`config.mk`:
```
export PLATFORM = sky130hd
export DESIGN_NAME = apb_mst_bridge
export DESIGN_NICKNAME = d
export VERILOG_FILES = /design/src/rtl/apb_mst_bridge.sv
export SDC_FILE = /design/constraint.sdc
export NUM_CORES = 1
export LEC_CHECK = 0
export CAP_MARGIN = 20
export CORE_MARGIN = 4
export CORE_UTILIZATION = 43
export DETAILED_ROUTE_END_ITERATION = 8
export PLACE_DENSITY = 0.95
export SLEW_MARGIN = 25
export SYNTH_ARGS = -nofsm -noshare
export SYNTH_HDL_FRONTEND = slang
export SYNTH_SLANG_ARGS = --single-unit
```
`constraint.sdc`:
```
create_clock -name PCLK -period 3.1 [get_ports PCLK]
set_input_delay 0.31 -clock PCLK [delete_from_list [all_inputs] [get_ports PCLK]]
set_output_delay 0.31 -clock PCLK [all_outputs]
set_load 0.01 [all_outputs]
```
`src/rtl/apb_mst_bridge.sv`:
```
// APB3 requester: accepts one command at a time on a valid/ready stream, runs a
// SETUP/ACCESS transfer with an optional wait-state timeout, returns the result on a response stream.
module apb_mst_bridge #(
  parameter int ADDR_W  = 8,
  parameter int DATA_W  = 32,
  parameter int TIMEOUT = 16
) (
  input  logic              PCLK,
  input  logic              PRESETn,
  input  logic              cmd_valid,
  output logic              cmd_ready,
  input  logic              cmd_write,
  input  logic [ADDR_W-1:0] cmd_addr,
  input  logic [DATA_W-1:0] cmd_wdata,
  output logic              rsp_valid,
  input  logic              rsp_ready,
  output logic [DATA_W-1:0] rsp_rdata,
  output logic              rsp_err,
  output logic              PSEL,
  output logic              PENABLE,
  output logic              PWRITE,
  output logic [ADDR_W-1:0] PADDR,
  output logic [DATA_W-1:0] PWDATA,
  input  logic [DATA_W-1:0] PRDATA,
  input  logic              PREADY,
  input  logic              PSLVERR,
  output logic [1:0]        dbg_state
);

  typedef enum logic [1:0] {
    IDLE   = 2'd0,
    SETUP  = 2'd1,
    ACCESS = 2'd2
  } state_t;

  // A zero-length counter is not legal, so TIMEOUT=0 keeps a single idle bit.
  localparam int CNT_W    = (TIMEOUT > 0) ? $clog2(TIMEOUT + 1) : 1;
  localparam int TMO_LAST = (TIMEOUT > 0) ? TIMEOUT - 1 : 0;

  state_t           state, state_d;
  logic [CNT_W-1:0] wait_cnt;
  logic             accept;
  logic             done_ok;
  logic             done_tmo;

  // Both streams: a beat transfers on a rising PCLK edge where valid && ready;
  // valid and its payload hold until that edge, ready never depends on valid.
  assign cmd_ready = (state == IDLE) && (!rsp_valid || rsp_ready);
  assign accept    = cmd_valid && cmd_ready;
  assign PSEL      = (state != IDLE);
  assign PENABLE   = (state == ACCESS);
  assign dbg_state = state;

  always_comb begin
    state_d  = state;
    done_ok  = 1'b0;
    done_tmo = 1'b0;
    case (state)
      IDLE: begin
        if (accept) state_d = SETUP;
      end
      SETUP: begin
        state_d = ACCESS;
      end
      ACCESS: begin
        if (PREADY) begin
          done_ok = 1'b1;
          state_d = IDLE;
        end else if ((TIMEOUT != 0) && (wait_cnt == CNT_W'(TMO_LAST))) begin
          done_tmo = 1'b1;
          state_d  = IDLE;
        end
      end
      default: state_d = IDLE;
    endcase
  end

  always_ff @(posedge PCLK or negedge PRESETn) begin
    if (!PRESETn) state <= IDLE;
    else          state <= state_d;
  end

  always_ff @(posedge PCLK or negedge PRESETn) begin
    if (!PRESETn) begin
      PWRITE    <= 1'b0;
      PADDR     <= '0;
      PWDATA    <= '0;
      wait_cnt  <= '0;
      rsp_valid <= 1'b0;
      rsp_rdata <= '0;
      rsp_err   <= 1'b0;
    end else begin
      if (accept) begin
        PWRITE <= cmd_write;
        PADDR  <= cmd_addr;
        PWDATA <= cmd_wdata;
      end

      // Cleared outside ACCESS so every transfer starts its wait count at zero.
      if (state != ACCESS)
        wait_cnt <= '0;
      else if ((TIMEOUT != 0) && !PREADY && (wait_cnt != '1))
        wait_cnt <= wait_cnt + 1'b1;

      if (done_ok) begin
        rsp_valid <= 1'b1;
        rsp_rdata <= (PWRITE || PSLVERR) ? '0 : PRDATA;
        rsp_err   <= PSLVERR;
      end else if (done_tmo) begin
        rsp_valid <= 1'b1;
        rsp_rdata <= '0;
        rsp_err   <= 1'b1;
      end else if (rsp_valid && rsp_ready) begin
        rsp_valid <= 1'b0;
      end
    end
  end

endmodule

```
==> results.cfg <==
[status]
status = finished, final reports clean

[critical_path]
cpMaxStageDelayCell = clkdlybuf4s50_1
required_ps = 2790
worstPathMaxFanout = 9
path_cells = nand2b_1 > inv_1 > clkdlybuf4s50_1
worst_r2r_endpoint = rsp_rdata[16]$_DFFE_PN0P_
arrival_ps = 1840
r2r_start = wait_cnt[0]$_DFFE_PN0P_
rr_worst_depth = 6
slowest_delay_ps = 560
rrSetupSlack_ps = 1020
end_kind = output port
path_class = register to output port
start_kind = register
startpoint = dbg_state[0]$_DFFE_PN0P_

[global_route]
grt_first_pass_wirelength_um = 12700
grt_max_degree = 83
grt_pass1_vias = 2490
grt.total_usage_pct = 19.0
antenna_found_initial = 0
grt_overflow_total = 0

[power]
powerDensity_nw_per_um2 = 983
ir_drop_mv = 0.512
leakage_nw = 2.17

[floorplan]
ioPinCount = 159
core_area_um2 = 6940
die_w_um = 93.6
rows = 30
initial_core_util_pct = 45.4
die_area_um2 = 8760
die_h_um = 93.6

[synth]
syn_area_per_cell_um2 = 15.5
synth_edf_count = 0
synthFlopType = dfrtp_1
syn-num-nets = 285
async_reset_ff_share_pct = 100
synth_cell_types = 25
ys_warn_count = 0
ys_ff_latch = 82
netlist_area_um2 = 3150
synth_seq_area_share_pct = 65.1
syn_inst = 203

[timing]
period_needed_ps = 2150
rsz0062_at_grt = no
skew_ps = 11.0
worst_pin_slew_ps = 753
maxSlewViolCount = 0
finalSetupViolations = 0
slew-limit-headroom_pct = 49.6
setup_tns_ps = 0
hold_viol = 0
maxClockFrequency_mhz = 466
post-route-period-util_pct = 69.3

[layout]
diodes = 0
fin_cells = 467
layout-drive-gt1-share_pct = 24.8
fillerInstances = 480
area_delta_synth_final_pct = 59.1
seqCellArea_um2 = 2050
layout.nets = 448
layout_commonest_cell = clkdlybuf4s50_1
final_cell_mix = 157 x clkdlybuf4s50_1, 82 x dfrtp_1, 41 x mux2_2
multi_input_area_um2 = 1010

[drt]
avgRoutedWirePerCell_um = 17.5
vias_per_cell = 4.80
via_count = 2242
routed_wl_um = 8160
initialDrtViolationCount = 49
firstDrtPassIters = 4
ant_nets = 0
drc = 0

[cts]
postCtsSetupRepairBufs = 0
path_clk_slew_ps = 80
cts_tree = built
h-tree-depth = 3
cts_buffer_depth = 2
cts_resized = 0
clock_sinks = 82
cts_root_buf = clkbuf_8
clk_latency_ps = 340
cts_made_buffers = 9
postCtsHoldBufs = 0

[placement]
place_inst = 451
place.gp.congestion = 0.718
place.detailed.hpwl_um = 6140
io_buffers = 158

[worst_hold_path]
hold_class = input port to async pin

[flow_run]
cap_viol_max_count = 0
-- how the worst max path moves through the flow --
stage / end / slack [ps] / cells past startpoint
floorplan: wait_cnt[3]$_DFFE_PN0P_ / 1270 / 6
global placement: PWDATA[16]$_DFFE_PN0P_ / 930 / 5
detailed placement: PWDATA[3]$_DFFE_PN0P_ / 900 / 5
CTS: PENABLE / 940 / 3
global route: PENABLE / 860 / 3
finish: PENABLE / 950 / 3
-- critical path, delay by kind of cell, from the launching register on --
| kind | cells | cell delay (ps) |
|---|---|---|
| flip-flops | 1 | 420 |
| buffers and inverters | 2 | 750 |
| AND/OR/NAND/NOR | 1 | 330 |
-- layer usage --
| layer | share of wire, % | global-route usage, % | wire, µm | vias up |
|---|---|---|---|---|
| li1 | - | - | - | 1053 |
| met1 | 39 | 21.4 | 3160 | 1089 |
| met2 | 52 | 33.9 | 4210 | 93 |
| met3 | 8.9 | 6.52 | 725 | 7 |
| met4 | 0.86 | 5.78 | 70 | 0 |
| met5 | 0 | 0 | 0 | - |
-- area by class of cell --
type | instances | area share (%)
Clock buffer | 12 | 2.89
Multi-Input combinational cell | 105 | 20.1
Inverter | 5 | 0.374
Tap cell | 96 | 2.40
Sequential cell | 82 | 40.9
Clock inverter | 4 | 1.02
Timing Repair Buffer | 163 | 32.3
-- kinds of logic after synthesis --
| kind of cell | after synthesis | share of synthesized area [%] |
|---|---|---|
| multiplexers | 41 | 14.6 |
| adder cells (fa/ha/maj) | 3 | 1.19 |
| AO/OA/AOI/OAI | 38 | 11.3 |
| buffers and inverters | 16 | 3.14 |
| flip-flops | 82 | 65.1 |
| AND/OR/NAND/NOR | 21 | 4.09 |
| XOR/XNOR | 2 | 0.556 |
-- Yosys cell counts, types with 2 or more instances --
cell | count | area (µm²)
a22o_1 | 5 | 43.8
mux2_2 | 41 | 462
buf_2 | 7 | 35.0
buf_6 | 4 | 45.0
nand2b_1 | 2 | 12.5
nor3b_1 | 2 | 15.0
inv_1 | 5 | 18.8
xnor2_1 | 2 | 17.5
dfrtp_1 | 82 | 2050
nand2_1 | 4 | 15.0
a22o_2 | 27 | 270
a21oi_1 | 2 | 10.0
ha_1 | 3 | 37.5
nor2_1 | 5 | 18.8
nand3_1 | 2 | 10.0
-- state kept, by name, indices dropped and copies added, names as in the netlist --
| register | count |
|---|---|
| PADDR | 8 |
| rsp_valid | 1 |
| wait_cnt | 5 |
| rsp_rdata | 32 |
| rsp_err | 1 |
| PWDATA | 32 |
| dbg_state | 2 |
| PWRITE | 1 |
-- stage by stage --
step	total power [mW]	area [µm²]	hold WS, ps	worst slack, ps	util (%)
floorplan	2.84	3150	14.4	1270	-
global placement	4.12	4810	487	935	69.3
detailed placement	4.21	4810	492	899	69.3
CTS	4.99	5010	186	941	72.1
global route	5.21	5010	57.8	858	72.2
finish	4.93	5010	9.37	953	72.2
-- power by group --
group | internal (mW) | leakage, nW | switching (mW)
clock | 0.396 | 0.0966 | 0.370
sequential | 1.58 | 1.03 | 0.279
combinational | 1.46 | 1.04 | 0.850
Power figures use the tool's default switching activity.
